**config.mk**
```make
export PLATFORM = sky130hd
export DESIGN_NAME = pipe_scheduler
export DESIGN_NICKNAME = d
export VERILOG_FILES = /design/src/rtl/pipe_scheduler.sv
export SDC_FILE = /design/constraint.sdc
export NUM_CORES = 1
export LEC_CHECK = 0
export ABC_AREA = 1
export CAP_MARGIN = 5
export CORE_MARGIN = 2
export CORE_UTILIZATION = 29
export CTS_BUF_LIST = sky130_fd_sc_hd__clkbuf_8
export CTS_CLUSTER_SIZE = 25
export DETAILED_ROUTE_END_ITERATION = 16
export GPL_ROUTABILITY_DRIVEN = 0
export PLACE_DENSITY = 0.65
export SYNTH_ARGS = -nofsm -noshare
export SYNTH_HDL_FRONTEND = slang
export SYNTH_SLANG_ARGS = --single-unit
```
**constraint.sdc**
```tcl
create_clock -name iClk -period 4.33 [get_ports iClk]
set_clock_uncertainty 0.15 [all_clocks]
set_input_delay 0.6495 -clock iClk [delete_from_list [all_inputs] [get_ports iClk]]
set_output_delay 0.6495 -clock iClk [all_outputs]
set_load 0.1 [all_outputs]
```
**src/rtl/pipe_scheduler.sv**
```systemverilog
// pipe_scheduler: game-level controller for the SpacyBird pipe slots.
// Spawns pipes at the right edge with a pseudo-random gap row, retires them
// when they leave the screen, counts score as pipes pass the bird and issues
// periodic speed-increment pulses to the pipe position counters.
//
// Ports:
//   iClk, iRst    clock, synchronous active-high reset
//   iStart        start / restart request (IDLE or HALT -> CLEAR)
//   iCollision    bird collision, ends the game (RUN -> HALT)
//   iPipeOut      per-slot "pipe has left the screen" flags
//   iPosBus       per-slot positions, slot i at [i*P_SIZE +: P_SIZE]
//   oPipeRst      one-cycle pulse resetting all pipe counters
//   oPosRst       per-slot spawn pulse (counter loads START_POS)
//   oPosMove      movement enable for all counters
//   oSpeedInc     one-cycle speed-increment pulse
//   oActive       per-slot on-screen flag
//   oGapBus       per-slot latched gap-top row, slot i at [i*GAP_W +: GAP_W]
//   oScore        score, saturating at 999
//   oGameOver     high while halted after a collision
module pipe_scheduler #(
    parameter int          N_PIPES    = 3,
    parameter int          H_TOT      = 800,
    parameter int          P_SIZE     = $clog2(H_TOT),
    parameter int          START_POS  = 150,
    parameter int          SPACING    = 60,
    parameter int          BIRD_X     = 40,
    parameter int          GAP_MIN    = 100,
    parameter int          GAP_W      = 10,
    parameter int          SCORE_STEP = 5,
    parameter logic [15:0] LFSR_SEED  = 16'hACE1
) (
    input  logic                       iClk,
    input  logic                       iRst,
    input  logic                       iStart,
    input  logic                       iCollision,
    input  logic [N_PIPES-1:0]         iPipeOut,
    input  logic [N_PIPES*P_SIZE-1:0]  iPosBus,
    output logic                       oPipeRst,
    output logic [N_PIPES-1:0]         oPosRst,
    output logic                       oPosMove,
    output logic                       oSpeedInc,
    output logic [N_PIPES-1:0]         oActive,
    output logic [N_PIPES*GAP_W-1:0]   oGapBus,
    output logic [9:0]                 oScore,
    output logic                       oGameOver
);

    localparam int IDX_W  = (N_PIPES > 1) ? $clog2(N_PIPES) : 1;
    localparam int STEP_W = (SCORE_STEP > 1) ? $clog2(SCORE_STEP) : 1;
    localparam logic [N_PIPES-1:0] ONE_N = {{(N_PIPES-1){1'b0}}, 1'b1};

    typedef enum logic [1:0] {
        S_IDLE  = 2'd0,
        S_CLEAR = 2'd1,
        S_RUN   = 2'd2,
        S_HALT  = 2'd3
    } state_t;

    // 16-bit Fibonacci LFSR step, taps 16/14/13/11
    function automatic logic [15:0] lfsr_step(input logic [15:0] l);
        return {l[14:0], l[15] ^ l[13] ^ l[12] ^ l[10]};
    endfunction

    state_t             state_r;
    logic               pipe_rst_r;
    logic               pos_move_r;
    logic               speed_inc_r;
    logic               wrap_pend_r;
    logic               game_over_r;
    logic [N_PIPES-1:0] pos_rst_r;
    logic [N_PIPES-1:0] active_r;
    logic [N_PIPES-1:0] scored_r;
    logic [GAP_W-1:0]   gap_r [N_PIPES];
    logic [9:0]         score_r;
    logic [STEP_W-1:0]  step_r;
    logic [IDX_W-1:0]   last_r;
    logic [15:0]        lfsr_r;

    logic [P_SIZE-1:0]  pos_s [N_PIPES];
    logic [P_SIZE-1:0]  last_pos_s;
    logic [N_PIPES-1:0] retire_s;
    logic [N_PIPES-1:0] free_s;
    logic [N_PIPES-1:0] spawn_oh_s;
    logic [N_PIPES-1:0] spawn_mask_s;
    logic [N_PIPES-1:0] cand_s;
    logic [N_PIPES-1:0] score_oh_s;
    logic [IDX_W-1:0]   spawn_idx_s;
    logic               spawn_s;
    logic               score_ok_s;
    logic               wrap_s;
    logic [GAP_W-1:0]   gap_new_s;

    // Spawn / retire / score decisions for the current cycle
    always_comb begin
        free_s      = ~active_r;
        // lowest set bit of the free mask picks the spawn slot
        spawn_oh_s  = free_s & (~free_s + ONE_N);
        retire_s    = active_r & iPipeOut & ~pos_rst_r;
        cand_s      = {N_PIPES{1'b0}};
        last_pos_s  = {P_SIZE{1'b0}};
        spawn_idx_s = {IDX_W{1'b0}};
        for (int i = 0; i < N_PIPES; i++) begin
            pos_s[i]    = iPosBus[i*P_SIZE +: P_SIZE];
            // a slot pulsing oPosRst still shows its previous position
            cand_s[i]   = active_r[i] & ~scored_r[i] & ~pos_rst_r[i]
                          & (pos_s[i] < P_SIZE'(BIRD_X));
            last_pos_s  = (last_r == IDX_W'(i)) ? pos_s[i] : last_pos_s;
            spawn_idx_s = spawn_idx_s | (spawn_oh_s[i] ? IDX_W'(i) : {IDX_W{1'b0}});
        end
        score_oh_s   = cand_s & (~cand_s + ONE_N);
        // a just-retired slot is still marked active here, so it cannot be
        // re-spawned before the following cycle
        spawn_s      = (pos_rst_r == {N_PIPES{1'b0}})
                       && ((active_r == {N_PIPES{1'b0}})
                           || ((last_pos_s <= P_SIZE'(START_POS - SPACING))
                               && (free_s != {N_PIPES{1'b0}})));
        spawn_mask_s = spawn_s ? spawn_oh_s : {N_PIPES{1'b0}};
        score_ok_s   = (score_oh_s != {N_PIPES{1'b0}}) && (score_r != 10'd999);
        wrap_s       = (step_r == STEP_W'(SCORE_STEP - 1));
        gap_new_s    = GAP_W'(GAP_MIN) + GAP_W'(lfsr_r[6:0]);
    end

    // Game FSM, slot bookkeeping, score and LFSR
    always_ff @(posedge iClk) begin
        if (iRst) begin
            state_r     <= S_IDLE;
            pipe_rst_r  <= 1'b0;
            pos_move_r  <= 1'b0;
            speed_inc_r <= 1'b0;
            wrap_pend_r <= 1'b0;
            game_over_r <= 1'b0;
            pos_rst_r   <= {N_PIPES{1'b0}};
            active_r    <= {N_PIPES{1'b0}};
            scored_r    <= {N_PIPES{1'b0}};
            score_r     <= 10'd0;
            step_r      <= {STEP_W{1'b0}};
            last_r      <= {IDX_W{1'b0}};
            lfsr_r      <= LFSR_SEED;
            for (int i = 0; i < N_PIPES; i++) begin
                gap_r[i] <= {GAP_W{1'b0}};
            end
        end else begin
            lfsr_r      <= lfsr_step(lfsr_r);
            pipe_rst_r  <= 1'b0;
            pos_rst_r   <= {N_PIPES{1'b0}};
            // speed pulse trails the wrapping point by one cycle
            speed_inc_r <= wrap_pend_r;
            wrap_pend_r <= 1'b0;
            case (state_r)
                S_IDLE, S_HALT: begin
                    if (iStart) begin
                        state_r     <= S_CLEAR;
                        pipe_rst_r  <= 1'b1;
                        pos_move_r  <= 1'b0;
                        game_over_r <= 1'b0;
                        speed_inc_r <= 1'b0;
                        active_r    <= {N_PIPES{1'b0}};
                        scored_r    <= {N_PIPES{1'b0}};
                        score_r     <= 10'd0;
                        step_r      <= {STEP_W{1'b0}};
                        last_r      <= {IDX_W{1'b0}};
                        for (int i = 0; i < N_PIPES; i++) begin
                            gap_r[i] <= {GAP_W{1'b0}};
                        end
                    end
                end
                S_CLEAR: begin
                    state_r    <= S_RUN;
                    pos_move_r <= 1'b1;
                end
                S_RUN: begin
                    if (iCollision) begin
                        state_r     <= S_HALT;
                        pos_move_r  <= 1'b0;
                        game_over_r <= 1'b1;
                    end else begin
                        active_r  <= (active_r & ~retire_s) | spawn_mask_s;
                        scored_r  <= (scored_r | score_oh_s) & ~spawn_mask_s;
                        pos_rst_r <= spawn_mask_s;
                        if (spawn_s) begin
                            last_r <= spawn_idx_s;
                        end
                        for (int i = 0; i < N_PIPES; i++) begin
                            if (spawn_mask_s[i]) begin
                                gap_r[i] <= gap_new_s;
                            end
                        end
                        if (score_ok_s) begin
                            score_r <= score_r + 10'd1;
                            if (wrap_s) begin
                                step_r      <= {STEP_W{1'b0}};
                                wrap_pend_r <= 1'b1;
                            end else begin
                                step_r <= step_r + STEP_W'(1);
                            end
                        end
                    end
                end
                default: begin
                    state_r <= S_IDLE;
                end
            endcase
        end
    end

    // Flatten the gap registers onto the output bus
    always_comb begin
        oGapBus = {(N_PIPES*GAP_W){1'b0}};
        for (int i = 0; i < N_PIPES; i++) begin
            oGapBus[i*GAP_W +: GAP_W] = gap_r[i];
        end
    end

    assign oPipeRst  = pipe_rst_r;
    assign oPosRst   = pos_rst_r;
    assign oPosMove  = pos_move_r;
    assign oSpeedInc = speed_inc_r;
    assign oActive   = active_r;
    assign oScore    = score_r;
    assign oGameOver = game_over_r;

endmodule
```
* Yosys cells after proc, flatten, opt, wreduce, memory -nomap -nowiden
Memories as Yosys holds them, arrays and structs flattened. Index checks and enable logic that the tools add are counted.
Cells by class: $add $sub $neg 5, magnitude comparators 4, equality and inequality tests 12, muxes and demuxes 61, bitwise operators 41, reductions and logical operators 19
Operator list (number):
- 10-bit two-way mux | 6
- 8-bit two-way mux | 6
- 10-bit by 6-bit < comparator with 1-bit output, second input constant | 3
- 1-bit two-way mux | 28
- 3-bit two-way mux | 7
- 10-bit one-hot mux with 2 select lines | 1
- 3-bit bitwise AND | 6
- 3-bit NOT | 6
- 3-bit one-hot mux with 2 select lines | 3
- 2-bit two-way mux | 6
- 10-bit by 1-bit adder with 10-bit output, second input constant | 1
- 10-bit by 7-bit less-or-equal comparator with 1-bit output, second input constant | 1
- 10-bit inequality test, second input constant | 1
- 2-bit inequality test, second input constant | 5
- 3-bit by 1-bit adder with 3-bit output, second input constant | 3
- 1-bit bitwise AND | 9
- 7-bit by 7-bit adder with 8-bit output, first input constant | 1
- 1-bit NOT | 8
- 4-bit AND reduction | 2
- 2-bit equality test, second input constant | 3
- 3-bit zero test | 2
- 1-bit bitwise OR | 6
- 3-bit bitwise OR | 2
- 2-bit one-hot mux with 3 select lines | 1
- other kinds (17) | 25
Storage, ports and cells: register bits after elaboration 47, bits in writable memories 24, input bits 37, output and inout bits 50, logic and storage cells 156, memories 1
Memories:
- gap_r | depth 3, width 8, read ports 3, clocked after Yosys merged registers in 0, write ports 3, line 73 | logic [GAP_W-1:0] gap_r [N_PIPES];

* Longest topological paths before layout
depth in word-level cells 15, mapped depth 16, depth with buffers taken out 16

* Least setup slack after synthesis
Ideal clock, no wire load.
path kind register to register, start point register active_r[0] (netlist: oActive[0]), end point memory gap_r[0][0] (netlist name), enable pin, library setup time 0.297 ns, data arrival time 2.186 ns, data required time 3.883 ns, slack 1.696 ns, stages on the path, launching flop included 6, buffers on the path 0, period minus slack after synthesis 2.634 ns, cell sequence dfxtp_1 -> inv_2 -> nor3_1 -> o2111ai_4 -> nand3_1 -> nand2_1
RTL lines:
- start: declaration | line 71 | logic [N_PIPES-1:0] active_r;
- start signal: assignment | line 133 | active_r <= {N_PIPES{1'b0}};
- start signal: assignment | line 157 | active_r <= {N_PIPES{1'b0}};
- start signal: assignment | line 177 | active_r <= (active_r & ~retire_s) | spawn_mask_s;
- end: declaration | line 73

==> results by group <==
Outcome
  – Status: finished, final reports clean

Clock network
  – TritonCTS clock tree: yes
  – # hold bufs at CTS: 0
  – Clock transition at the registers of the reported paths: about 0.08 ns
  – Clock sink count: 71
  – CTS Buf Count: 9
  – CTS H-tree lvls: 3
  – CTS resizes: 0
  – Clock Tree Root: clkbuf_8
  – Clk_lat worst skew: approximately 0.34 ns
  – Setup bufs post-CTS: 0
  – Clock Path Buffers: 2

Synth
  – Post-Syn Area: ~3200 sq um
  – Number of synthesized flops with an enable pin: 24
  – Cell variety after synth: 36
  – Async S/R FF share, synth: 0%
  – Yosys top cell by area: dfxtp_1
  – Post-Synthesis Cells: ~390
  – Syn_area_per_cell: 8.41 sq um
  – Sequential share of the synthesized area: approximately 50%
  – Yosys warnings: 0
  – Cells taking the most area after synthesis: dfxtp_1, edfxtp_1, nand2_1
  – FF+latch count, synth: 71
  – Area fraction of the dominant cell type after synthesis: between 20% and 30%
  – Prevailing post-synth register cell: dfxtp_1

STA
  – Worst setup margin: 1.45 ns
  – Max transition margin: between 30% and 40%
  – Hold slack: between 0.2 and 0.3 ns
  – Slew Viols, Final: 0
  – Min cycle time layout: ~2.9 ns
  – TNS Setup: 0 ns
  – Final worst path period share: 66.4%
  – Hold Vio Cnt, Final: 0
  – Tightest Pin Transition: 0.989 ns
  – RSZ-0062 raised after global routing: false
  – F_max: 348 MHz
  – Count of final setup violators: 0

Critical path
  – WP data arrival: 2.75 ns
  – Crit Path Class: input pin to flop
  – CP startpoint: iPosBus[9]
  – Crit end category: flop
  – Startpoint Class: input pin
  – Worst r2r src: state_r[0]$_SDFFE_PP0P_
  – Worst setup endpoint: gap_r[0][20]$_DFFE_PP_
  – Reg2Reg Capture Point: oScore[4]$_SDFFE_PP0P_
  – Reg2Reg Setup Slack: approximately 1.6 ns
  – Worst EP required: 4.21 ns
  – Worst-case reg-to-reg path depth: 9
  – CP max FO: 11

Route
  – Antenna Nets Post-Route: 0
  – Initial drt markers: between 100 and 150
  – DRT Pass-1 Iters: 4
  – Vias: approximately 2.8k
  – Routed vias/inst: roughly 4.5
  – # DRC: 0
  – Total Wirelength: 7.42 mm
  – Wire per inst: 12.1 um

Finish
  – Multi-input gate area: around 1300 sq um
  – Area grow syn2layout: 34.0%
  – Fillers: ~1.1k
  – Ratio of cells with drive above 1 in the final layout: approximately 10%
  – Commonest non-fill, non-tap cell in the layout: clkdlybuf4s50_1
  – FF+latch area: around 1700 sq um
  – Ant diodes: 0
  – Final net count: roughly 510
  – Commonest cells after routing, fill and taps aside: clkdlybuf4s50_1, nand2_1, inv_1, dfxtp_1, nor2_1

Floorplanning
  – FP Rows: 38
  – IO Count: 87
  – Die width: around 110 um
  – Die area: between 10000 and 15000 sq um
  – Die height: 110 um
  – Initial Util: between 20 and 30%
  – Total core area: ~11000 sq um

Power and ir drop
  – Total Power: 2.45 mW
  – Max VDD drop: about 0.36 mV
  – Pleak: roughly 1.7 nW
  – Pwr/cell area: about 560 nW/um^2

Placement
  – Port buffer count: 80
  – Final HPWL DP: 5.69 mm
  – Setup WS pre-CTS: approximately 1.1 ns

Job
  – Max-cap violations: 0

Global routing
  – Largest net degree at the start of global routing: 32
  – Global-route usage over all layers: around 13%
  – First-pass GRT wire length: between 10 and 15 mm
  – Initial antenna violation count: 0
  – Vias in the first global route: 2606
  – Grt ovf: 0

Min path
  – Hold Path Depth: 2
  – HP Class: flop to flop
## synth_stat cells (6+ instances only)
cell	instances
nor2_1	34
ha_1	7
or2_2	6
o21ai_0	15
nand2_1	75
inv_1	49
inv_2	8
nand3_1	29
dfxtp_1	47
buf_4	6
nor3_1	14
edfxtp_1	24
a21oi_1	25
xor2_1	7
a21oi_2	6
## critical path, cell delays in order
cell and delay [ns]:
clkdlybuf4s50_1 0.40, inv_1 0.06, nand2_1 0.06, o21ai_0 0.14
nand2_1 0.07, a211oi_1 0.22, nand2_2 0.11, nand2_4 0.09
nand2_2 0.06, clkinv_2 0.10, nand3_2 0.28, nand3_1 0.26
nand2_1 0.25
## metal layers
metal	up-vias	wire [um]	GRT usage [%]
met5	-	0	0
met4	0	34	4.88
met3	6	544	3.14
met2	87	3470	20.9
met1	1260	3370	16.6
li1	1418	-	-
## cell families after synthesis
group | after synthesis | share of synthesized area, %
AOI/OAI and AO/OA | 56 | 10.8
xor gates and xnor gates | 9 | 2.43
adders and majority gates | 7 | 2.70
buffers and inverters | 71 | 9.48
DFF | 71 | 51.2
other | 1 | 0.116
and+or+nand+nor | 171 | 23.3
## through the flow
| step | instances | area, sq um | utilization [%] |
|---|---|---|---|
| after detailed placement | 599 | 4160 | 38.2 |
| after global placement | 599 | 4160 | 38.2 |
| final | 615 | 4350 | 39.9 |
| after CTS | 615 | 4350 | 39.9 |
| after floorplan | 391 | 3260 | - |
| after global routing | 615 | 4350 | 39.9 |
## worst min path at each step
stage                                      start                    end  slack (ns)
final                      lfsr_r[11]$_SDFF_PP1_  lfsr_r[12]$_SDFF_PP0_        0.26
after global routing      wrap_pend_r$_SDFF_PP0_   oSpeedInc$_SDFF_PP0_        0.28
after CTS                  lfsr_r[11]$_SDFF_PP1_  lfsr_r[12]$_SDFF_PP0_        0.26
after detailed placement   lfsr_r[14]$_SDFF_PP0_  lfsr_r[15]$_SDFF_PP1_        0.25
after global placement     lfsr_r[11]$_SDFF_PP1_  lfsr_r[12]$_SDFF_PP0_        0.24
after floorplan            lfsr_r[11]$_SDFF_PP1_  lfsr_r[12]$_SDFF_PP0_        0.24
## flip-flops by register name, indices dropped and copies added, names as in the netlist, 2 cells and up
register,count
oActive,3
scored_r,3
last_r,2
gap_r,24
state_r,2
oPosRst,3
lfsr_r,16
oScore,10
step_r,3
## layout make-up
type | instances | area share (%)
Tap cell | 140 | 4.03
Inverter | 58 | 5.04
Multi-Input combinational cell | 249 | 29.8
Clock buffer | 9 | 2.85
Timing Repair Buffer | 81 | 18.6
Clock inverter | 7 | 1.50
Sequential cell | 71 | 38.2
## power by group
group | internal, mW | switching, mW | leakage, nW
Sequential | 0.805 | 0.0453 | 0.642
Combinational | 0.237 | 0.869 | 0.991
Clock | 0.222 | 0.273 | 0.0943
(Power assumes the default switching activity.)
